--- src/rtl/wb_regfile.sv ---
// Write-back end of the pipeline: selects memory/ALU result, commits it into the
// 32-entry architectural register file, and serves two decode read ports with bypass.
module wb_regfile #(
    parameter int DATA_W = 32,
    parameter int NREG   = 32
) (
    input  logic              clk_i,
    input  logic              rst_n_i,
    input  logic              RegWrite_i,
    input  logic              MemToReg_i,
    input  logic [DATA_W-1:0] Mem_data_i,
    input  logic [DATA_W-1:0] ALU_data_i,
    input  logic [5:0]        RegWriteAddr_i,
    input  logic [4:0]        RdAddrA_i,
    input  logic [4:0]        RdAddrB_i,
    output logic [DATA_W-1:0] RdDataA_o,
    output logic [DATA_W-1:0] RdDataB_o,
    output logic [DATA_W-1:0] WbData_o,
    output logic [31:0]       WrCount_o,
    output logic              BadAddr_o
);

    localparam int AW = 5;

    logic [DATA_W-1:0] regs_q [NREG];
    logic [31:0]       wr_count_q, wr_count_d;
    logic              bad_addr_q, bad_addr_d;

    logic [DATA_W-1:0] wb_data;
    logic [AW-1:0]     wr_idx;
    logic              commit;
    logic              bad_set;

    assign wb_data = MemToReg_i ? Mem_data_i : ALU_data_i;
    assign wr_idx  = RegWriteAddr_i[AW-1:0];
    // Bit 5 of the destination flags an out-of-range register; index 0 is hardwired zero.
    assign commit  = RegWrite_i & ~RegWriteAddr_i[AW] & (wr_idx != '0);
    assign bad_set = RegWrite_i & RegWriteAddr_i[AW];

    always_comb begin
        wr_count_d = wr_count_q;
        bad_addr_d = bad_addr_q;
        if (commit) begin
            wr_count_d = wr_count_q + 32'd1;
        end
        if (bad_set) begin
            bad_addr_d = 1'b1;
        end
    end

    always_ff @(posedge clk_i or negedge rst_n_i) begin
        if (!rst_n_i) begin
            for (int i = 0; i < NREG; i++) begin
                regs_q[i] <= '0;
            end
            wr_count_q <= '0;
            bad_addr_q <= 1'b0;
        end else begin
            if (commit) begin
                regs_q[wr_idx] <= wb_data;
            end
            wr_count_q <= wr_count_d;
            bad_addr_q <= bad_addr_d;
        end
    end

    // Both read ports share one structure: zero, then same-cycle bypass, then array.
    logic [AW-1:0]     rd_addr [2];
    logic [DATA_W-1:0] rd_data [2];

    assign rd_addr[0] = RdAddrA_i;
    assign rd_addr[1] = RdAddrB_i;

    for (genvar gi = 0; gi < 2; gi++) begin : g_rd_port
        assign rd_data[gi] = (rd_addr[gi] == '0)                 ? '0      :
                             (commit && (wr_idx == rd_addr[gi])) ? wb_data :
                                                                   regs_q[rd_addr[gi]];
    end

    assign RdDataA_o = rd_data[0];
    assign RdDataB_o = rd_data[1];
    assign WbData_o  = wb_data;
    assign WrCount_o = wr_count_q;
    assign BadAddr_o = bad_addr_q;

endmodule

--- config.mk ---
export PLATFORM = sky130hd
export DESIGN_NAME = wb_regfile
export DESIGN_NICKNAME = d
export VERILOG_FILES = /design/src/rtl/wb_regfile.sv
export SDC_FILE = /design/constraint.sdc
export NUM_CORES = 2
export LEC_CHECK = 0
export BUFFER_PORTS_ARGS = -buffer_cell sky130_fd_sc_hd__buf_2
export CORE_ASPECT_RATIO = 0.7
export CORE_MARGIN = 3
export CORE_UTILIZATION = 57
export DETAILED_ROUTE_END_ITERATION = 8
export PLACE_DENSITY = 0.74
export SYNTH_ARGS = -nofsm -noshare
export SYNTH_HDL_FRONTEND = slang
export SYNTH_SLANG_ARGS = --single-unit
--- constraint.sdc ---
create_clock -name clk_i -period 2.1 [get_ports clk_i]
set_input_delay 0.105 -clock clk_i [delete_from_list [all_inputs] [get_ports clk_i]]
set_output_delay 0.105 -clock clk_i [all_outputs]
set_load 0.02 [all_outputs]
==> out/qor.yml <==
status: "complete, but fails checks"
failed_checks: "setup timing"
synth_top_area_share_pct: 48.6
cp_top_family: "multiplexers"
fin_tns_setup_ns: -33.87
core_um2: 94300
num_vias: 47321
grt_usage_pct: 40.2
crit_buf_inv: 1
fin_ws_ns: -0.743
final_layout_size_suffix_gt1_share_pct: 32.5
powerDensity_nw_per_um2: 910
avgSynthCellArea_um2: 11.2
cts-root-buf: "clkbuf_16"
cts.clk_slew.worst_paths_ns: 0.07
drv_cap: 0
nNetsFinal: 5452
antenna_found_initial: 6
mostFrequentLayoutCell: "dfrtp_1"
tightest_slew_ns: 1.19
die_w_um: 375
routed_via_density: 7.06
path_common_cell: "mux4_2"
boundaryPins: 213
power.leakage_nw: 29.8
die_h_um: 265
async_reset_ff_share_pct: 100
num-fill-cells: 5954
synth.largest_area_cell: "dfrtp_1"
dieArea_um2: 99400
firstDrtPassIters: 7
fin_crit_sh_pct: 135
synthFlopType: "dfrtp_1"
wl_um: 200000
r2r_cells: 6
grt_pass1_wl_um: 299000
rsz0062_at_grt: "true"
cp-end-kind: "output pin"
r2r_start: "WrCount_o[10]$_DFFE_PN0P_"
reg2reg_to: "WrCount_o[26]$_DFFE_PN0P_"
relSlewSlack_pct: 20.9
yosysWarnings: 0
crit_fanout: 2
start_kind: "register"
clk_path_buf_depth: 3
cp_num_cells: 5
fmax_mhz: 352
ys_ff_latch: 1057
drc_errors: 0
synthCells: 4856
critPathCapture: "RdDataA_o[26]"
place_hpwl_um: 123000
worstPathRequired_ns: 2.00
globalplace.congestion: 0.923
cp_slowest_cell: "mux4_2"
min_path_type: "input pin to register"
cts.sinks: 1057
final_cell_mix: "1056 x dfrtp_1, 570 x a21oi_1, 556 x nor2_1"
setup_viol: 64
grt_pass1_vias: 47030
slowest_delay_ns: 0.51
dr.first_iter.drc_count: 7392
hold_viol: 0
synth_edf_count: 0
syn_to_final_growth_pct: 24.4
clk_latency_ns: 0.72
min_period_ns: 2.84
overflow: 0
grt_max_degree: 100
routedWlPerCell_um: 29.9
start_util_pct: 57.7
ir_worst_vdd_uv: 771
path_class: "register to output pin"
cts-htree-levels: 3
finClkSkew_ns: 0.00557
ys_types: 49
final_util_pct: 71.8
rrSetupSlack_ns: 0.07
rows: 94
slew_viol_final: 0
ant_nets: 0
arrival_ns: 2.74
crit_path_start: "regs_q[314]$_DFFE_PN0P_"
synth.area.top_cells: "dfrtp_1 49%, mux4_2 22%, a21oi_1 5.2%"
syn_area_um2: 54500
worstPathCellList: "mux4_2, mux4_2, nor2b_4, a211o_1, buf_6"
cts_tree: "yes"
cts_inserted_buffers: 101
seq_area_frac_synth_pct: 48.6
synth.net_count: 4941
io_buffers: 212
cell usage after synthesis (6+ instances only):
master and n:
nor3_1 12, inv_1 35, a21oi_1 571, o21ai_0 487
xor2_1 9, o22ai_1 45, and3_1 36, nor2b_1 74
xnor2_1 31, buf_2 63, a22oi_1 56, nor2_1 565
nand2_1 487, nand4_1 19, buf_1 33, mux4_2 525
a211oi_1 71, buf_4 12, a221oi_1 14, dfrtp_1 1057
clkbuf_1 402, nand2b_1 6, a211o_1 34, nor4_2 9
mux2i_1 106, buf_6 11, nand3_1 41
power breakdown:
part / switching (mW) / internal, mW
logic: 6.98 / 7.81
clock network: 8.47 / 11.8
registers: 2.89 / 23.7
total: 18.3 / 43.4
stage by stage:
stage	worst slack, ns	total power [mW]	hold WS (ns)	cell area (um^2)	instances
4_1_cts	-0.806	60.7	0.0101	67200	6665
3_5_place_dp	-0.332	39.4	0.0398	61300	6347
5_1_grt	-0.762	63.7	0.0332	67800	6698
2_1_floorplan	0.00260	34.1	-0.191	54500	4856
6_report	-0.743	61.7	0.0298	67800	6702
3_3_place_gp	-0.336	38.7	0.0481	61300	6347
sequential cells by signal, indices dropped and copies added (netlist names):
| register | flops |
|---|---|
| regs_q | 1024 |
| WrCount_o | 32 |
| BadAddr_o | 1 |
what timing repair did:
item,in CTS,in global routing
resized for setup,289,81
endpoints found under the hold margin,1524,11
pin swaps,118,52
setup endpoints to repair,64,122
hold buffers,66,1
buffers inserted,76,42
how the worst min path moves through the flow:
stage               slack, ns                 endpoint           start  cells past startpoint
floorplan               -0.19    BadAddr_o$_DFFE_PN0P_         rst_n_i                      0
global placement         0.05  regs_q[607]$_DFFE_PN0P_         rst_n_i                      1
detailed placement       0.04  regs_q[607]$_DFFE_PN0P_         rst_n_i                      1
CTS                      0.01   regs_q[58]$_DFFE_PN0P_  Mem_data_i[26]                      4
global route             0.03   regs_q[18]$_DFFE_PN0P_  ALU_data_i[18]                      4
finish                   0.03   regs_q[90]$_DFFE_PN0P_  Mem_data_i[26]                      4
cell type report:
| class | count | area [um^2] | area share [%] |
|---|---|---|---|
| diodes | 6 | 15.0 | 0.0222 |
| clock buffers | 138 | 2920 | 4.31 |
| clock inverters | 46 | 718 | 1.06 |
| inverters | 35 | 131 | 0.194 |
| multi-input cells | 3243 | 27000 | 39.9 |
| flip-flops and latches | 1057 | 26500 | 39.0 |
| well taps | 1248 | 1560 | 2.30 |
| repair buffers | 929 | 8960 | 13.2 |
per-layer routing:
| metal | part of all wire (%) | track usage (%) |
|---|---|---|
| met4 | 6.7 | 22.3 |
| met5 | 0.016 | 0 |
| met2 | 43 | 57.4 |
| met1 | 34 | 53.0 |
| met3 | 16 | 16.2 |
worst reg2reg max path: cells and delay by family (launching register included):
kind                   cells  cell delay (ns)
buffers and inverters      1             0.23
AND/OR/NAND/NOR            4             1.08
XOR/XNOR                   1             0.16
flip-flops                 1             0.45
logic make-up after synthesis:
group                      share of synthesized area, %
and+or+nand+nor                                    9.77
AOI/OAI and AO/OA                                  13.1
muxes                                              23.7
DFF                                                48.6
xor gates and xnor gates                          0.643
buffers and inverters                              4.21
adders and majority gates                        0.0230
Power figures use the tool's default switching activity.
